<file path="src/rtl/trace_pkg.sv">
// Shared types for the trace replay engine: FSM state encoding and the
// width helper for the stored-length counter.
package trace_pkg;

  typedef enum logic [1:0] {
    ST_IDLE   = 2'd0,
    ST_PLAY   = 2'd1,
    ST_FINISH = 2'd2
  } state_t;

  // Bits needed to hold a count of 0..depth inclusive.
  function automatic int len_width(input int depth);
    return $clog2(depth + 1);
  endfunction

endpackage

</file>
<file path="src/rtl/trace_mem.sv">
// DEPTH x WIDTH trace storage: synchronous write, registered read that
// returns IDLE_VAL whenever the read enable is low.
module trace_mem #(
  parameter int              WIDTH    = 3,
  parameter int              DEPTH    = 16,
  parameter logic [WIDTH-1:0] IDLE_VAL = '0,
  localparam int             IW       = $clog2(DEPTH)
) (
  input  logic             clk,
  input  logic             rst_n,
  input  logic             i_we,
  input  logic [IW-1:0]    i_waddr,
  input  logic [WIDTH-1:0] i_wdata,
  input  logic             i_rd_en,
  input  logic [IW-1:0]    i_raddr,
  output logic [WIDTH-1:0] o_rdata
);

  logic [WIDTH-1:0] r_mem [DEPTH];
  logic [WIDTH-1:0] r_rdata;

  always_ff @(posedge clk) begin
    if (i_we) r_mem[i_waddr] <= i_wdata;
  end

  // A write and a replay start can land on the same entry in one cycle;
  // forward the incoming word so the first replayed vector is the new one.
  always_ff @(posedge clk or negedge rst_n) begin
    if (!rst_n)                          r_rdata <= IDLE_VAL;
    else if (!i_rd_en)                   r_rdata <= IDLE_VAL;
    else if (i_we && i_waddr == i_raddr) r_rdata <= i_wdata;
    else                                 r_rdata <= r_mem[i_raddr];
  end

  assign o_rdata = r_rdata;

endmodule

</file>
<file path="src/rtl/trace_player.sv">
// Stimulus replay engine: records up to DEPTH vectors and plays them back one
// per cycle. Define TRACE_PLAYER_LOOP_EN for continuous looping with o_loop_cnt.
module trace_player
  import trace_pkg::*;
#(
  parameter int               WIDTH    = 3,
  parameter int               DEPTH    = 16,
  parameter logic [WIDTH-1:0] IDLE_VAL = '0,
  localparam int              LW       = len_width(DEPTH),
  localparam int              IW       = $clog2(DEPTH)
) (
  input  logic             clk,
  input  logic             rst_n,
  input  logic             i_wr_en,
  input  logic [WIDTH-1:0] i_wr_data,
  input  logic             i_clear,
  input  logic             i_start,
  input  logic             i_stop,
  output logic [WIDTH-1:0] o_out_data,
  output logic             o_out_valid,
  output logic             o_busy,
  output logic             o_done,
  output logic             o_full,
`ifdef TRACE_PLAYER_LOOP_EN
  output logic [15:0]      o_loop_cnt,
`endif
  output logic [LW-1:0]    o_len,
  output logic             o_err
);

  state_t        r_state, w_state_next;
  logic [IW-1:0] r_idx, w_idx_next;
  logic [LW-1:0] r_len, w_len_next;
  logic          r_full, r_valid, r_busy, r_done, r_err;
  logic          w_err_next, w_wr_ok, w_last;
`ifdef TRACE_PLAYER_LOOP_EN
  logic          w_start_ok, w_wrap;
  logic [15:0]   r_loop_cnt;
`endif

  assign w_last = (LW'(r_idx) + LW'(1)) == r_len;

  always_comb begin
    w_state_next = r_state;
    w_idx_next   = r_idx;
    w_len_next   = r_len;
    w_err_next   = 1'b0;
    w_wr_ok      = 1'b0;
`ifdef TRACE_PLAYER_LOOP_EN
    w_start_ok   = 1'b0;
    w_wrap       = 1'b0;
`endif
    if (i_clear) begin
      w_state_next = ST_IDLE;
      w_idx_next   = '0;
      w_len_next   = '0;
    end else begin
      case (r_state)
        ST_IDLE: begin
          if (i_wr_en) begin
            if (r_full) begin
              w_err_next = 1'b1;
            end else begin
              w_wr_ok    = 1'b1;
              w_len_next = r_len + LW'(1);
            end
          end
          // Start looks at the post-write length so a same-cycle write is replayed.
          if (i_start) begin
            if (w_len_next != '0) begin
              w_state_next = ST_PLAY;
              w_idx_next   = '0;
`ifdef TRACE_PLAYER_LOOP_EN
              w_start_ok   = 1'b1;
`endif
            end else begin
              w_err_next = 1'b1;
            end
          end
        end
        ST_PLAY: begin
          w_err_next = i_wr_en | i_start;
          if (i_stop) begin
            w_state_next = ST_FINISH;
          end else if (w_last) begin
`ifdef TRACE_PLAYER_LOOP_EN
            w_idx_next = '0;
            w_wrap     = 1'b1;
`else
            w_state_next = ST_FINISH;
`endif
          end else begin
            w_idx_next = r_idx + IW'(1);
          end
        end
        default: begin
          w_err_next   = i_wr_en | i_start;
          w_state_next = ST_IDLE;
        end
      endcase
    end
  end

  always_ff @(posedge clk or negedge rst_n) begin
    if (!rst_n) begin
      r_state <= ST_IDLE;
      r_idx   <= '0;
      r_len   <= '0;
      r_full  <= 1'b0;
      r_valid <= 1'b0;
      r_busy  <= 1'b0;
      r_done  <= 1'b0;
      r_err   <= 1'b0;
    end else begin
      r_state <= w_state_next;
      r_idx   <= w_idx_next;
      r_len   <= w_len_next;
      r_full  <= (w_len_next == LW'(DEPTH));
      r_valid <= (w_state_next == ST_PLAY);
      r_busy  <= (w_state_next != ST_IDLE);
      r_done  <= (w_state_next == ST_FINISH);
      r_err   <= w_err_next;
    end
  end

`ifdef TRACE_PLAYER_LOOP_EN
  always_ff @(posedge clk or negedge rst_n) begin
    if (!rst_n)                       r_loop_cnt <= '0;
    else if (w_start_ok)              r_loop_cnt <= '0;
    else if (w_wrap && ~&r_loop_cnt)  r_loop_cnt <= r_loop_cnt + 16'd1;
  end
  assign o_loop_cnt = r_loop_cnt;
`endif

  trace_mem #(
    .WIDTH    (WIDTH),
    .DEPTH    (DEPTH),
    .IDLE_VAL (IDLE_VAL)
  ) u_mem (
    .clk     (clk),
    .rst_n   (rst_n),
    .i_we    (w_wr_ok),
    .i_waddr (r_len[IW-1:0]),
    .i_wdata (i_wr_data),
    .i_rd_en (w_state_next == ST_PLAY),
    .i_raddr (w_idx_next),
    .o_rdata (o_out_data)
  );

  assign o_out_valid = r_valid;
  assign o_busy      = r_busy;
  assign o_done      = r_done;
  assign o_full      = r_full;
  assign o_len       = r_len;
  assign o_err       = r_err;

endmodule

</file>
<file path="config.mk">
export PLATFORM = sky130hd
export DESIGN_NAME = trace_player
export DESIGN_NICKNAME = d
export VERILOG_FILES = /design/src/rtl/trace_pkg.sv /design/src/rtl/trace_mem.sv /design/src/rtl/trace_player.sv
export SDC_FILE = /design/constraint.sdc
export NUM_CORES = 1
export LEC_CHECK = 0
export ABC_CLOCK_PERIOD_IN_PS = 3200
export CELL_PAD_IN_SITES_DETAIL_PLACEMENT = 0
export CELL_PAD_IN_SITES_GLOBAL_PLACEMENT = 1
export CORE_MARGIN = 2
export CORE_UTILIZATION = 24
export CTS_CLUSTER_DIAMETER = 200
export CTS_CLUSTER_SIZE = 20
export DETAILED_ROUTE_END_ITERATION = 16
export GPL_TIMING_DRIVEN = 0
export PLACE_DENSITY = 0.55
export SYNTH_ARGS = -nofsm -noshare
export SYNTH_HDL_FRONTEND = slang
export SYNTH_SLANG_ARGS = --single-unit
</file>
<file path="constraint.sdc">
create_clock -name clk -period 3.2 [get_ports clk]
set_input_delay 0.32 -clock clk [delete_from_list [all_inputs] [get_ports clk]]
set_output_delay 0.32 -clock clk [all_outputs]
set_load 0.1 [all_outputs]
</file>
* Yosys cells after proc, flatten, opt, wreduce, memory -nomap -nowiden
Memory sizes are Yosys's and may differ from the RTL's.
Index checks and enable logic that the tools add are counted.
** Cells by class
- Add/sub/neg operators :: 3
- $mul :: 0
- Divide/modulo/power cells :: 0
- $lt $le $gt $ge :: 0
- Equal/unequal tests :: 6
- Shift operators :: 0
- Multiplexer cells :: 32
- Bitwise operators :: 1
- Reductions and logical operators :: 4
** Operators by type and width (count)
- $mux 5 :: 6
- $mux 4 :: 5
- $mux 1 :: 12
- $mux 2 :: 5
- $pmux 4 s2 :: 1
- $mux 3 :: 2
- $add 4x1->5 const B :: 1
- $add 5x1->5 const B :: 1
- $eq 5x5->1 :: 1
- $eq 5x5->1 const B :: 1
- $reduce_bool 5->1 :: 1
- $add 4x1->4 const B :: 1
- $eq 2x1->1 const B :: 2
- $eq 4x4->1 :: 1
- $pmux 2 s2 :: 1
- $eq 2x2->1 const B :: 1
- $logic_not 2->1 :: 1
- $reduce_bool 2->1 :: 1
- $logic_and 1x1->1 :: 1
- $or 1x1->1 :: 1
** Word-level totals
- Bits in registers :: 19
- Bits in latches :: 0
- RAM bits :: 48
- Bits in read-only memories :: 0
- Input bits :: 9
- Output and inout port bits :: 13
- Word-level logic and storage cells :: 56
- Memories kept :: 1
** Memory list
- u_mem.r_mem :: words 16, bits a word 3, rd ports 1, clocked after memory_dff 0, wr ports 1, line trace_mem.sv:19 : logic [WIDTH-1:0] r_mem [DEPTH];

* Depth between registers and ports, before layout
- Word-level depth :: 14
- Depth in mapped cells :: 14
- Mapped depth without buffers :: 12

* Cells and area by module
From an unflattened synthesis, not the netlist that was laid out.
** Second synthesis, totals
- Cells, all modules :: 219
- Area total of the unflattened synthesis :: 3111.7 µm²
** By module, submodules not included
- trace_mem :: instances 1, cells an instance 118, area each 2128.3 µm²
- trace_player :: instances 1, cells an instance 101, area each 983.4 µm²

* Least setup slack after synthesis
OpenSTA, ideal clock, no wires.
- Path type :: reg-to-reg
- From :: register r_len[0], in the netlist o_len[0]
- To :: register u_mem.r_rdata[2], in the netlist u_mem.o_rdata[2]
- Data arrival time :: 3.889 ns
- Required time :: 3.080 ns
- Slack :: -0.809 ns
- Stages on the path, launching flop included :: 15
- Path buffers :: 2
- Cell sequence :: dfrtp_1 buf_2 inv_1 ha_1 nor4bb_1 a21oi_1 a22o_1 o32a_1 a21o_1 buf_4 inv_4 mux4_1 mux2i_1 o32ai_1 a31o_1
** On the way
- Cells in the longest elaborated chain, start to end :: 14
- Elaborated cells on any way between the ends :: 25
** Ends and longest elaborated chain
- start: declaration :: line trace_player.sv:33 : logic [LW-1:0] r_len, w_len_next;
- start signal: assignment :: line trace_player.sv:117 : r_len <= w_len_next;
- $add 5x1->5 :: line trace_player.sv:65 : w_len_next = r_len + LW'(1);
- $mux 5 :: line trace_player.sv:61 : if (r_full) begin
- $mux 5 :: line trace_player.sv:60 : if (i_wr_en) begin
- $mux 5 :: line trace_player.sv:58 : case (r_state)
- $mux 5 :: line trace_player.sv:53 : if (i_clear) begin
- $reduce_bool 5->1 :: line trace_player.sv:70 : if (w_len_next != '0) begin
- $mux 4 :: line trace_player.sv:70
- $mux 4 :: line trace_player.sv:69 : if (i_start) begin
- $pmux 4 s2 * :: line trace_player.sv:58
- $mux 4 * :: line trace_player.sv:53
- via u_mem.i_raddr[0] :: line trace_mem.sv:15 : input logic [IW-1:0] i_raddr,
- parallel branches: the longest is 2 deep, another holds $mem_v2 16x3
- $mux 3 * :: line trace_mem.sv:31 : else if (i_we && i_waddr == i_raddr) r_rdata <= i_wdata;
- $mux 3 * :: line trace_mem.sv:30 : else if (!i_rd_en) r_rdata <= IDLE_VAL;
- end signal: assignment :: line trace_mem.sv:31
- end signal: assignment :: line trace_mem.sv:32 : else r_rdata <= r_mem[i_raddr];
- end: declaration :: line trace_mem.sv:20 : logic [WIDTH-1:0] r_rdata;
Mark *: on every way through the listed nets, which the timed path passes. The select of a mux whose other input is x is not followed.

* Final worst setup path
- From :: register r_len[1], in the netlist o_len[1]
- To :: register u_mem.r_rdata[2], in the netlist u_mem.o_rdata[2]
The elaborated chain is that of the path after synthesis.

==> out/results.tsv <==
metric	value	unit
total CTS buffers	9	
global route overflow	0	
Placement Setup Slack	-414	ps
wire per inst	16.5	um
Crit Reg-Reg Startpoint	o_len[1]$_DFF_PN0_	
end-of-flow core utilization	32.8	%
Synth Flop Type	edfxtp_1	
Post-CTS Hold Buffers	0	
Die Area	14400	um^2
layout cells sized above 1	28.2	%
Critical Path Slowest Stage Cell	mux4_2	
Max stage delay on crit path	540	ps
Post-Syn Area	3240	um^2
Initial DRC Count	86	
antenna viol nets, final	0	
Port Buf Inserts	21	
layer with the highest usage	met2	
gr usage total	11.9	%
Worst-path clk slew	60	ps
H-tree levels	3	
Startpoint Class	flip-flop	
final RePlAce weighted congestion	0.744	
area share of and/or/nand/nor cells after synthesis	12.7	%
RSZ-0062 raised after global routing	yes	
slew at the pin with the worst max-slew slack	975	ps
# diodes	0	
final non-filler cell total	477	
CP Capture Type	flip-flop	
vias in the first global route	2236	
post-synthesis instance total	239	
hpwl dp	5350	um
most frequent cells in the layout	edfxtp_1, nor2_1, buf_4	
worst hold path type	primary input to async pin	
Final #Nets	310	
via count	2104	
# setup viols final	3	
Adder-Cell Fraction of Synth Area	1.93	%
CP cell instances	buf_8 > inv_6 > ha_4 > nor4bb_4 > a21oi_2 > a22o_1 > o32a_1 > a21o_1 > buf_12 > inv_12 > mux4_2 > mux2i_4 > o32ai_2 > a31o_1	
# placed instances	436	
largest net degree at the start of global routing	20	
endpoints failing hold	0	
syn_nets	253	
setup ws final	-159	ps
top cell type's share of synthesized area	44.5	%
CTS Sinks	67	
Max Cap Viol	0	
TritonRoute pass-1 iters	4	
Worst Path Required	3420	ps
Final min period	3360	ps
Synth area leader	edfxtp_1	
Syn. warnings	0	
drt drc	0	
clock root cell	clkbuf_16	
Compound-Gate Fraction of Synth Area	8.65	%
Area Growth Syn to Fin	33.4	%
post-synthesis mux area share	11.1	%
library cells used by synthesis	59	
max-slew violations	0	
EDFF count, synth	48	
Die Height	120	um
syn_area_per_cell	13.6	um^2
crit path DAT	3580	ps
DR vias/cell	4.41	
synthesized flop and latch total	67	
Tcrit/Tclk final	105	%
R2R setup slack	-160	ps
CP Buf/Inv Count	4	
I/O Pins	22	
Crit path depth	14	
grt met1 use	14.7	%
global-route wire length before repair	12700	um
failing checks	negative setup slack	
IR drop worst, VDD	0.246	mV
Worst Path Max Fanout	5	
met3 Use GR	1.65	%
max_slew headroom	34.8	%
path depth of the worst reg2reg path	14	
Overall Power	2.37	mW
Async SR Flop Fraction	28.4	%
PD cells	548	nW/um^2
TritonCTS clock tree	done	
Worst Skew	4.48	ps
top post-synthesis cells by area	edfxtp_1, dfrtp_1, mux2i_1, mux4_2, nor2_1	
clock buffer depth	2	
Rows	42	
Post-Route WL	7860	um
initial antenna violation count	0	
Leak	1.49	nW
Reg-to-Reg End	u_mem.o_rdata[2]$_DFF_PN0_	
most common cell after layout, fill and taps aside	edfxtp_1	
outcome	complete, but fails checks	
clk_lat worst skew	330	ps
Initial Utilization	24.6	%
delay-heaviest family, CP	compound AO/OA/AOI/OAI gates	
met2 Use GR	20.6	%
Max Clk Rate	298	MHz
main combinational cell family by area after synthesis	simple AND/OR/NAND/NOR gates	
die width	120	um
Core ar.	13200	um^2
kind of critical path	flip-flop to flip-flop	
Synth Area in XOR/XNOR	2.97	%
Seq/Total Area, Yosys	59.2	%
[stage by stage]
| stage | setup TNS (ps) | hold WS, ps | area [um^2] |
|---|---|---|---|
| floorplan | -95.0 | 24.4 | 3290 |
| global placement | -915 | 633 | 3720 |
| detailed placement | -821 | 636 | 3720 |
| CTS | -252 | 564 | 4260 |
| global route | -570 | 602 | 4320 |
| finish | -325 | 519 | 4320 |
[cell usage after synthesis (all sizes together) (5+ instances only)]
| library cell | count |
|---|---|
| nor3 | 12 |
| mux4 | 8 |
| mux2i | 13 |
| edfxtp | 48 |
| buf | 8 |
| nand2b | 7 |
| dfrtp | 19 |
| nor2 | 23 |
| xnor2 | 8 |
| nand2 | 13 |
| ha | 5 |
| a21oi | 9 |
[cell families (layout without fill, tap and decap cells)]
kind of cell | Yosys count | in the layout
buf+inv | 16 | 78
fa+ha+maj | 5 | 5
xor+xnor | 11 | 11
flops | 67 | 67
compound gates | 37 | 37
mux | 24 | 24
simple gates | 79 | 79
[flip-flops by register name, indices dropped and copies added, names as in the netlist]
signal,count
u_mem.r_mem,48
o_err,1
u_mem.o_rdata,3
o_out_valid,1
r_state,2
o_len,5
o_busy,1
o_full,1
r_idx,4
o_done,1
[power by group]
part	switching, mW	internal (mW)
registers	0.0108	0.957
logic	0.264	0.171
clock network	0.366	0.602
total	0.641	1.73
[worst reg2reg max path, delay by kind of cell (launching register included)]
family | cells | cell delay, ps
AO/OA/AOI/OAI | 6 | 1040
adder cells (fa/ha/maj) | 1 | 210
AND/OR/NAND/NOR | 1 | 380
multiplexers | 2 | 730
buffers and inverters | 4 | 410
flip-flops | 1 | 490
[what timing repair did]
| item | in CTS | in global routing |
|---|---|---|
| setup buffers | 21 | 3 |
| pin swaps | 8 | 6 |
| cloned | 1 | 0 |
| setup endpoints to repair | 3 | 3 |
| endpoints found under the hold margin | 0 | 0 |
| gates resized for setup | 14 | 9 |
[worst max path at each step]
stage | start | end | slack [ps]
floorplan | o_len[1]$_DFF_PN0_ | u_mem.o_rdata[0]$_DFF_PN0_ | -50
global placement | r_idx[0]$_DFF_PN0_ | u_mem.o_rdata[2]$_DFF_PN0_ | -440
detailed placement | r_idx[0]$_DFF_PN0_ | u_mem.o_rdata[2]$_DFF_PN0_ | -410
CTS | o_len[1]$_DFF_PN0_ | u_mem.o_rdata[2]$_DFF_PN0_ | -140
global route | o_len[0]$_DFF_PN0_ | u_mem.o_rdata[2]$_DFF_PN0_ | -230
finish | o_len[1]$_DFF_PN0_ | u_mem.o_rdata[2]$_DFF_PN0_ | -160
[layout make-up]
cell class | count | area (um^2)
inverter | 5 | 46.3
clock buffer | 10 | 229
tap | 176 | 220
fill | 1281 | 8870
clock inverter | 6 | 65.1
multi-input combinational | 156 | 1300
timing repair buffer | 45 | 403
sequential | 67 | 1930
timing repair inverter | 1 | 16.3
buffer | 11 | 111
[per-layer routing]
layer	routed length [um]	vias to the layer above	share of wire, %
met5	0	-	0
met4	175	0	2.2
met3	153	11	1.9
met2	4000	17	51
met1	3530	1054	45
li1	-	1022	-
Power figures use the tool's default switching activity.
